==> config.mk <==
export PLATFORM = sky130hd
export DESIGN_NAME = rstn_sequencer_flat
export DESIGN_NICKNAME = d
export VERILOG_FILES = /design/src/rtl/rstn_sequencer_if.sv /design/src/rtl/rstn_sequencer.sv /design/src/flat_wrapper.sv
export SDC_FILE = /design/constraint.sdc
export NUM_CORES = 1
export LEC_CHECK = 0
export BUFFER_PORTS_ARGS = -buffer_cell sky130_fd_sc_hd__buf_2
export CORE_MARGIN = 10
export CORE_UTILIZATION = 40
export DETAILED_ROUTE_END_ITERATION = 7
export GPL_ROUTABILITY_DRIVEN = 0
export GPL_TIMING_DRIVEN = 0
export MAX_ROUTING_LAYER = met4
export PLACE_DENSITY_LB_ADDON = 0.12
export SKIP_LAST_GASP = 1
export SYNTH_ARGS = -nofsm -noshare
export SYNTH_HDL_FRONTEND = slang
export SYNTH_SLANG_ARGS = --single-unit
==> constraint.sdc <==
create_clock -name clk -period 2.4 [get_ports clk]
set_clock_uncertainty 0.15 [all_clocks]
set_input_delay 0.36 -clock clk [delete_from_list [all_inputs] [get_ports clk]]
set_output_delay 0.36 -clock clk [all_outputs]
set_load 0.03 [all_outputs]
==> src/rtl/rstn_sequencer_if.sv <==
// Soft-reset handshake and sequenced reset outputs of rstn_sequencer.
//   soft_req : soft-reset request level (4-phase with soft_ack)
//   soft_ack : high once the soft-reset hold has completed
//   rn_out   : active-low downstream resets, bit 0 releases first
//   ready    : all rn_out released and sequencer running
// master = requester / reset consumer side, slave = the sequencer.
interface rstn_sequencer_if #(
   parameter int NUM_OUT = 4
);
   logic               soft_req;
   logic               soft_ack;
   logic [NUM_OUT-1:0] rn_out;
   logic               ready;

   modport master (output soft_req, input soft_ack, input rn_out, input ready);
   modport slave  (input soft_req, output soft_ack, output rn_out, output ready);
endinterface

==> src/rtl/rstn_sequencer.sv <==
// Reset sequencer: synchronizes the deassertion of the async reset rn, then
// releases NUM_OUT downstream active-low resets one at a time, GAP cycles
// apart. In RUN a soft-reset request pulls every output low, holds it for
// HOLD_CYC cycles, acknowledges, and re-runs the release sequence once the
// request drops.
//   clk : clock
//   rn  : asynchronous active-low reset
//   bus : rstn_sequencer_if.slave (soft_req in; soft_ack, rn_out, ready out)
// All outputs come straight from flops.
module rstn_sequencer #(
   parameter int SYNC_STAGES = 2,
   parameter int NUM_OUT     = 4,
   parameter int GAP         = 3,
   parameter int HOLD_CYC    = 4
) (
   input  logic               clk,
   input  logic               rn,
   rstn_sequencer_if.slave    bus
);

   localparam logic [3:0] GAP_M1  = 4'(GAP - 1);
   localparam logic [3:0] HOLD_M1 = 4'(HOLD_CYC - 1);

   typedef enum logic [2:0] {
      S_SYNC,
      S_RELEASE,
      S_RUN,
      S_HOLD,
      S_ACK
   } state_t;

   state_t                 state, state_nxt;
   logic [SYNC_STAGES-1:0] sync;
   logic [3:0]             cnt, cnt_nxt, cnt_inc;
   logic [NUM_OUT-1:0]     rn_out_q, rn_out_nxt;
   logic                   ready_q, ready_nxt;
   logic                   ack_q, ack_nxt;
   logic                   sync_rise;

   // Deassertion synchronizer: cleared asynchronously, shifts in ones.
   always_ff @(posedge clk or negedge rn) begin
      if (!rn) sync <= '0;
      else     sync <= {sync[SYNC_STAGES-2:0], 1'b1};
   end

   // True on the edge where the last stage turns high, so the FSM enters
   // RELEASE on that same edge.
   assign sync_rise = sync[SYNC_STAGES-2] & ~sync[SYNC_STAGES-1];

   // Saturating: the counters never wrap.
   assign cnt_inc = (cnt == 4'hf) ? cnt : cnt + 4'd1;

   always_ff @(posedge clk or negedge rn) begin
      if (!rn) begin
         state    <= S_SYNC;
         cnt      <= '0;
         rn_out_q <= '0;
         ready_q  <= 1'b0;
         ack_q    <= 1'b0;
      end else begin
         state    <= state_nxt;
         cnt      <= cnt_nxt;
         rn_out_q <= rn_out_nxt;
         ready_q  <= ready_nxt;
         ack_q    <= ack_nxt;
      end
   end

   always_comb begin
      state_nxt  = state;
      cnt_nxt    = cnt;
      rn_out_nxt = rn_out_q;
      ready_nxt  = ready_q;
      ack_nxt    = ack_q;
      case (state)
         S_SYNC: begin
            if (sync_rise) begin
               state_nxt = S_RELEASE;
               cnt_nxt   = '0;
            end
         end
         S_RELEASE: begin
            if (rn_out_q[NUM_OUT-1]) begin
               state_nxt = S_RUN;
               ready_nxt = 1'b1;
               cnt_nxt   = '0;
            end else if (!rn_out_q[0] || cnt == GAP_M1) begin
               // First step fires on the first RELEASE edge, later ones
               // every GAP edges; released bits are kept.
               rn_out_nxt = (rn_out_q << 1) | NUM_OUT'(1);
               cnt_nxt    = '0;
            end else begin
               cnt_nxt = cnt_inc;
            end
         end
         S_RUN: begin
            if (bus.soft_req) begin
               state_nxt  = S_HOLD;
               rn_out_nxt = '0;
               ready_nxt  = 1'b0;
               cnt_nxt    = '0;
            end
         end
         S_HOLD: begin
            // Request level is not looked at: the hold always runs out.
            if (cnt == HOLD_M1) begin
               state_nxt = S_ACK;
               ack_nxt   = 1'b1;
               cnt_nxt   = '0;
            end else begin
               cnt_nxt = cnt_inc;
            end
         end
         S_ACK: begin
            if (!bus.soft_req) begin
               state_nxt = S_RELEASE;
               ack_nxt   = 1'b0;
               cnt_nxt   = '0;
            end
         end
         default: state_nxt = S_SYNC;
      endcase
   end

   assign bus.rn_out   = rn_out_q;
   assign bus.ready    = ready_q;
   assign bus.soft_ack = ack_q;

endmodule

==> src/flat_wrapper.sv <==
// flat-port wrapper written by rule: the top's interface ports become plain ports
module rstn_sequencer_flat 
#(
   parameter int SYNC_STAGES = 2,
   parameter int NUM_OUT     = 4,
   parameter int GAP         = 3,
   parameter int HOLD_CYC    = 4
)
  (clk, rn, bus_soft_req, bus_soft_ack, bus_rn_out, bus_ready);
  rstn_sequencer_if #(.NUM_OUT(NUM_OUT)) bus_i ();
  input  logic clk;
  input  logic rn;
  input wire logic [$bits(bus_i.soft_req)-1:0] bus_soft_req;
  output wire logic [$bits(bus_i.soft_ack)-1:0] bus_soft_ack;
  output wire logic [$bits(bus_i.rn_out)-1:0] bus_rn_out;
  output wire logic [$bits(bus_i.ready)-1:0] bus_ready;
  assign bus_i.soft_req = bus_soft_req;
  assign bus_soft_ack = bus_i.soft_ack;
  assign bus_rn_out = bus_i.rn_out;
  assign bus_ready = bus_i.ready;
  rstn_sequencer #(.SYNC_STAGES(SYNC_STAGES), .NUM_OUT(NUM_OUT), .GAP(GAP), .HOLD_CYC(HOLD_CYC)) u_core (.clk(clk), .rn(rn), .bus(bus_i));
endmodule
==> impl_metrics.ini, run 1 <==
[sta]
final_hold_viol_count = 0
finalMaxSlewViolations = 0
totalNegativeSetupSlack_ns = 0
finalSetupViolCount = 0
fin_crit_sh_pct = 86.2
timing.final.crit_period_ns = 2.07
grt_setup_unrepaired = false
fmaxAchievable_mhz = 483

[floorplanning]
fp.dieArea_sq_um = 4160
die_width_um = 64.5
die_h_um = 64.5
rows = 16
ios = 9
start_util_pct = 41.1
core-area_sq_um = 1920

[clock_network]
cts_tree = yes
cts.path.max_buffers = 2
cts-resized-gates = 0
worst_setup_hold_path_clk_slew_ns = 0.10
clock_sinks = 15
number_of_buffers_created_by_cts = 3
clk-insertion-delay-late_ns = 0.29
ctsRootBufferMaster = clkbuf_4
h_tree_levels = 1

[critical_path]
crit-reg2reg-capture = u_core.cnt[0]
critPathArrivalTime_ns = 2.10
timing_worst_setup_path_type = register to register
r2r_slack_ns = 0.33
critical_path_required_ns = 2.43
crit_fanout = 6
cp_endpoint_kind = register
start_kind = register
crit_start = u_core.cnt[0]
r2r_start = u_core.cnt[0]
worstRegToRegCells = 5
cp-endpoint = u_core.cnt[0]

[synth]
synth_flop_cell = dfrtp_1
synthesis.area_per_instance_sq_um = 10.3
synth_largest_type_area_fraction_pct = 47.5
synth_edf_count = 0
post-synth-top-area-cell = dfrtp_1
synthCells = 77
synth-async-reset-ratio_pct = 100
post_synth_instance_area_sq_um = 791
ys_top_cells_by_area = dfrtp_1 47%, nand2_1 3.3%, ha_1 3.2%
synthesis.yosys.warnings = 0
synth-seq-area-share_pct = 47.5
synth_nets = 82
synth.lib_cells_used.distinct = 33
register_bit_total_from_synthesis = 15

[placement]
detailedPlacementHpwl_mm = 1.14
place.port_buffers = 8

[final_layout]
nNetsFinal = 96
area_growth_syn_to_layout_pct = 14.1
final_layout_size_suffix_gt1_share_pct = 17.8
antenna_cells = 0
nFillCells = 193

[global_route]
wire_length_of_the_first_global_routing_pass_mm = 2.73
global_route.usage.total_pct = 8.28
grt_antenna_before_repair = 0
first_global_vias = 587
global_route.overflow_total = 0
largest_net_degree_at_the_start_of_global_routing = 16

[pwr]
power_total_mw = 1.03
powerDensity_nw_per_um2 = 1140
ir_drop_uv = 598
p_leak_nw = 0.386

[routing]
finalWirelength_mm = 1.59
drc = 0
drtAntennaViolNets = 0
detail_route.wl_per_cell_um = 13.6
vias_per_cell = 5.29
first_iter_violations = 15
drt-pass1-iter-count = 4
num_vias = 619

[worst_hold_path]
holdCritPathClass = input port to register

[run_status]
outcome = finished, final reports clean

[flow_run]
maxCapViolations = 0
==> stage by stage <==
stage | util, % | cells | hold WS [ns] | setup WS, ns | instance area, sq um
after floorplan | - | 77 | -0.0856 | 0.507 | 791
after global placement | 45.0 | 112 | 0.130 | 0.333 | 865
after detailed placement | 45.0 | 112 | 0.137 | 0.332 | 865
after CTS | 46.9 | 117 | 0.165 | 0.322 | 902
after global routing | 46.9 | 117 | 0.159 | 0.161 | 902
final | 46.9 | 117 | 0.163 | 0.330 | 902
==> layout make-up <==
cell class	instances	area (sq um)	area share (%)
buffer	1	3.75	0.416
clock buffer	3	22.5	2.50
clock inverter	1	5.00	0.555
inverter	4	15.0	1.66
multi-input combinational	57	397	44.0
sequential	15	375	41.6
tap	27	33.8	3.74
timing repair buffer	9	50.0	5.55
==> cells in the final DEF (no fill, tap or decap), drive strengths merged, types with 2 or more instances in the layout <==
master	netlist	final
nor3b	2	2
mux2i	2	2
o21a	2	2
o221ai	3	3
o21ai	2	2
dfrtp	15	15
nand3	4	4
a21oi	4	4
buf	0	8
a31oi	2	2
ha	2	2
clkbuf	1	4
nand2	7	7
or3b	2	2
nand3b	3	3
a32oi	2	2
inv	4	4
a21o	3	3
nor3	2	2
nor2	4	4
==> registers in the layout, summed over array words and instances, names as in the netlist <==
register	count
u_core.bus.ready	1
u_core.bus.rn_out	4
u_core.bus.soft_ack	1
u_core.cnt	4
u_core.state	3
u_core.sync	2
==> worst min-delay path by stage <==
stage                 start          endpoint  slack [ns]  cells after the start
2_1_floorplan            rn  u_core.bus.ready       -0.09                      0
3_3_place_gp             rn  u_core.bus.ready        0.13                      1
3_5_place_dp             rn  u_core.bus.ready        0.14                      1
4_1_cts        bus_soft_req  u_core.bus.ready        0.17                      2
5_1_grt        bus_soft_req  u_core.bus.ready        0.16                      2
6_report       bus_soft_req  u_core.bus.ready        0.16                      2
==> cell families after synthesis <==
| logic type | count (synthesis) | synth area share, % |
|---|---|---|
| fa+ha+maj | 2 | 3.16 |
| mux | 2 | 2.53 |
| buf+inv | 5 | 2.37 |
| flops | 15 | 47.5 |
| simple gates | 30 | 22.3 |
| other cells | 1 | 0.474 |
| compound gates | 22 | 21.7 |
==> metal layers <==
| layer | global-route usage (%) | part of all wire (%) | up-vias |
|---|---|---|---|
| li1 | - | - | 319 |
| met1 | 10.9 | 50 | 287 |
| met2 | 10.8 | 43 | 9 |
| met3 | 2.92 | 4.4 | 4 |
| met4 | 4.01 | 2.2 | 0 |
| met5 | - | 0 | - |
==> cell usage after synthesis (2+ instances only) <==
master and instances:
o221ai_1 2, inv_1 4, a21oi_1 4, nand2_1 7
a21o_1 3, o21a_1 2, nand3b_1 3, nor3b_1 2
ha_1 2, a31oi_1 2, mux2i_1 2, dfrtp_1 15
nand3_1 4, nor3_1 2, nor2_1 4, o21ai_0 2
==> power breakdown <==
group / switching, mW / internal (mW)
Sequential: 0.0817 / 0.322
Combinational: 0.284 / 0.191
Clock: 0.0887 / 0.0620
Total: 0.455 / 0.575
==> timing repair <==
item | in CTS | in global routing
setup buffers | 0 | 0
hold buffers | 1 | 0
endpoints found under the hold margin | 15 | 0
==> critical path: stages (launching register included) <==
cell and delay, ns:
dfrtp_1 0.42, ha_1 0.27, or3b_1 0.45, a32oi_2 0.32
o221ai_2 0.16, a21o_1 0.20
No activity file was read; power rests on OpenSTA's default activity.
==> run 2, diff against run 1 <==
- CORE_UTILIZATION: 40 -> 30
==> impl_metrics.ini, run 2 (same netlist as run 1, synthesis figures left out) <==
[final_layout]
most_common_cell_after_layout_fill_and_taps_aside = dfrtp_1
final_layout_size_suffix_gt1_share_pct = 16.7
nNetsFinal = 96
cell_area_after_layout_sq_um = 905
antenna_cells = 0
layout_common_cells = 15 x dfrtp_1, 8 x buf_2, 7 x nand2_1
area_growth_syn_to_layout_pct = 14.4

[routing]
detail_route.wl_per_cell_um = 14.2
num_vias = 637
drc = 0
finalWirelength_mm = 1.70
vias_per_cell = 5.31
drtAntennaViolNets = 0
first_iter_violations = 36
drt-pass1-iter-count = 4

[critical_path]
crit_path_max_incr_delay_ns = 0.45
start_kind = register
critPathSlowestCell = or3b_1
cp_endpoint_kind = register
crit_chain = ha_1, or3b_1, a32oi_2, o221ai_2, a21o_1
crit_fanout = 6
critical_path_required_ns = 2.43
critPathArrivalTime_ns = 2.13
cp.buffers_inverters = 0
worst_path_dominant_cell_family = compound AO/OA/AOI/OAI gates
timing_worst_setup_path_type = register to register
r2r_slack_ns = 0.30

[pwr]
ir_drop_uv = 574
netSwitchingFraction_pct = 44.1
power.clock.fraction_pct = 14.5
switchingPower_uw = 456
seq_power_share_pct = 39.3
p_leak_nw = 0.383
comb_power_share_pct = 46.2
power_report.internal_total_uw = 577
powerDensity_nw_per_um2 = 1140

[global_route]
grt_antenna_before_repair = 0
wire_length_of_the_first_global_routing_pass_mm = 2.90
first_global_vias = 570
global_route.overflow_total = 0
global_route.usage.total_pct = 7.22
largest_net_degree_at_the_start_of_global_routing = 16

[clock_network]
ctsRootBufferMaster = clkbuf_4
number_of_buffers_created_by_cts = 3
number_of_buffers_inserted_for_hold_repair_after_clock_tree_synthesis = 1
cts.path.max_buffers = 2
cts-resized-gates = 0
cts_tree = yes
clock_sinks = 15
cts_post_setup_buffers_inserted = 0
h_tree_levels = 1
clk-insertion-delay-late_ns = 0.29
worst_setup_hold_path_clk_slew_ns = 0.10

[sta]
final_hold_viol_count = 0
grt_setup_unrepaired = false
totalNegativeSetupSlack_ns = 0
finalMaxSlewViolations = 0
final_setup_margin_ns = 0.298
fin_crit_sh_pct = 87.6
timing.final.crit_period_ns = 2.10
finalSetupViolCount = 0
fmaxAchievable_mhz = 476

[floorplanning]
start_util_pct = 31.6
fp.dieArea_sq_um = 5090
die_width_um = 71.3
ios = 9
rows = 18
die_h_um = 71.3
core-area_sq_um = 2500

[placement]
place.port_buffers = 8
detailedPlacementHpwl_mm = 1.22
pre_cts_setup_slack_ns = 0.315
dpl-instance-area_sq_um = 868

[run_status]
outcome = finished, final reports clean

[flow_run]
maxCapViolations = 0

[worst_hold_path]
holdCritPathClass = input port to register
-- run 2: changes by cell type in the layout (fill, tap and decap cells not counted), sizes merged --
cell    change
clkinv      -1
clkbuf      +1
-- run 2: layout make-up --
| cell class | count | area (sq um) |
|---|---|---|
| multi-input cells | 57 | 397 |
| inverters | 4 | 15.0 |
| fillers | 251 | 1600 |
| well taps | 30 | 37.5 |
| clock buffers | 4 | 26.3 |
| repair buffers | 9 | 50.0 |
| flip-flops and latches | 15 | 375 |
| plain buffers | 1 | 3.75 |
-- run 2: stage by stage --
step,utilization [%],power [mW],cells,hold WS (ns)
floorplan,-,0.766,77,-0.0856
global placement,34.7,0.891,115,0.134
detailed placement,34.7,0.891,115,0.143
CTS,36.2,1.04,120,0.165
global route,36.2,1.12,120,0.166
finish,36.2,1.03,120,0.165
-- run 2: worst paths after layout --
check,cells after the start,start,to
setup / recovery,5,u_core.cnt[0],u_core.cnt[1]
setup reg to reg,5,u_core.cnt[0],u_core.cnt[1]
min in group asynchronous,2,rn,u_core.bus.ready
max in group asynchronous,2,rn,u_core.cnt[1]
hold / removal,2,bus_soft_req,u_core.bus.ready
hold reg to reg,0,u_core.sync[0],u_core.sync[1]
-- run 2: power by group through the flow --
stage | clock network (mW) | logic (mW) | registers (mW)
after floorplan | 0 | 0.306 | 0.461
after global placement | 0 | 0.482 | 0.408
after detailed placement | 0 | 0.482 | 0.409
after CTS | 0.155 | 0.484 | 0.404
after global routing | 0.167 | 0.533 | 0.420
final | 0.150 | 0.478 | 0.406
-- run 2: per-layer routing --
| metal | GRT usage [%] | vias to the layer above | share of wire, % |
|---|---|---|---|
| li1 | - | 315 | - |
| met1 | 9.47 | 313 | 52 |
| met2 | 9.12 | 7 | 42 |
| met3 | 3.58 | 2 | 4.9 |
| met4 | 2.58 | 0 | 0.94 |
| met5 | - | - | 0 |
==> run 3, diff against run 2 <==
- CELL_PAD_IN_SITES_DETAIL_PLACEMENT: default -> 1
- CELL_PAD_IN_SITES_GLOBAL_PLACEMENT: default -> 1
==> impl_metrics.ini, run 3 (same netlist as run 1, synthesis figures left out) <==
[floorplanning]
die_h_um = 71.3
die_width_um = 71.3
ios = 9
start_util_pct = 31.6
fp.dieArea_sq_um = 5090
rows = 18
core-area_sq_um = 2500

[final_layout]
most_common_cell_after_layout_fill_and_taps_aside = dfrtp_1
layout.area.seq_sq_um = 375
nFillCells = 294
final_core_util_pct = 36.2
nNetsFinal = 96
antenna_cells = 0
layout_common_cells = 15 x dfrtp_1, 8 x buf_2, 7 x nand2_1
final_layout_size_suffix_gt1_share_pct = 16.7
multiInputGateArea_sq_um = 397
area_growth_syn_to_layout_pct = 14.4

[clock_network]
number_of_buffers_created_by_cts = 3
clk-insertion-delay-late_ns = 0.28
cts_tree = yes
clock_sinks = 15
ctsRootBufferMaster = clkbuf_4
cts.path.max_buffers = 2
cts_post_setup_buffers_inserted = 0
h_tree_levels = 1
worst_setup_hold_path_clk_slew_ns = 0.09

[global_route]
grt_antenna_before_repair = 0
largest_net_degree_at_the_start_of_global_routing = 16
global_route.usage.total_pct = 7.59
global_route.overflow_total = 0
first_global_vias = 654
wire_length_of_the_first_global_routing_pass_mm = 3.14

[critical_path]
crit_fanout = 6
timing_worst_setup_path_type = register to register
cp_endpoint_kind = register
critPathArrivalTime_ns = 2.14
critical_path_required_ns = 2.43
start_kind = register

[sta]
final_hold_viol_count = 0
grt_setup_unrepaired = false
fin_crit_sh_pct = 88.1
finalSetupViolCount = 0
final_setup_margin_ns = 0.286
totalNegativeSetupSlack_ns = 0
finalMaxSlewViolations = 0
timing.final.crit_period_ns = 2.11
fmaxAchievable_mhz = 473

[flow_run]
maxCapViolations = 0

[routing]
drtAntennaViolNets = 0
drt-pass1-iter-count = 4
drc = 0
first_iter_violations = 23
vias_per_cell = 5.22
num_vias = 626
finalWirelength_mm = 1.82
detail_route.wl_per_cell_um = 15.2

[placement]
pre_cts_setup_slack_ns = 0.269
place.port_buffers = 8
detailedPlacementHpwl_mm = 1.38

[worst_hold_path]
holdCritPathClass = input port to register

[pwr]
powerDensity_nw_per_um2 = 1140
p_leak_nw = 0.383
ir_drop_uv = 488

[run_status]
outcome = finished, final reports clean
run 3: final cells by class:
class / instances / area share, %
plain buffers: 1 / 0.415
repair buffers: 9 / 5.53
multi-input cells: 57 / 43.8
inverters: 4 / 1.66
flip-flops and latches: 15 / 41.5
clock buffers: 4 / 2.90
well taps: 30 / 4.15
run 3: per-layer routing:
| layer | global-route usage (%) | part of all wire (%) | wire (um) |
|---|---|---|---|
| met1 | 9.88 | 50 | 906 |
| met3 | 3.17 | 5.0 | 91 |
| met4 | 1.94 | 0.38 | 7 |
| met2 | 10.5 | 45 | 817 |
| met5 | - | 0 | 0 |
run 3: timing repair:
item,in CTS,in global routing
hold buffers,1,0
gates resized for setup,0,0
endpoints found under the hold margin,15,0
run 3: worst max-delay path: stages (launching register included):
cell and delay, ns:
dfrtp_1 0.41, ha_1 0.28, or3b_1 0.46, a32oi_2 0.33, o221ai_2 0.17, a21o_1 0.20
run 3: final timing paths:
kind                       depth (start not counted)      startpoint                to  slack, ns
hold / removal                                     2    bus_soft_req  u_core.bus.ready       0.18
max in group asynchronous                          2              rn     u_core.cnt[1]       1.49
setup / recovery                                   5   u_core.cnt[0]     u_core.cnt[0]       0.29
hold reg to reg                                    0  u_core.sync[0]    u_core.sync[1]       0.24
min in group asynchronous                          2              rn  u_core.bus.ready       0.35
setup reg to reg                                   5   u_core.cnt[0]     u_core.cnt[0]       0.29
run 3: power breakdown:
group | internal (mW) | leakage (nW) | switching (mW) | total (mW)
combinational | 0.191 | 0.181 | 0.286 | 0.477
sequential | 0.322 | 0.188 | 0.0858 | 0.408
clock | 0.0645 | 0.0150 | 0.0786 | 0.143
run 3: through the flow:
stage,area [sq um],power (mW),cells,hold slack [ns]
finish,905,1.03,120,0.185
CTS,905,1.05,120,0.176
detailed placement,868,0.900,115,0.139
global placement,868,0.896,115,0.136
global route,905,1.13,120,0.204
floorplan,791,0.766,77,-0.0856
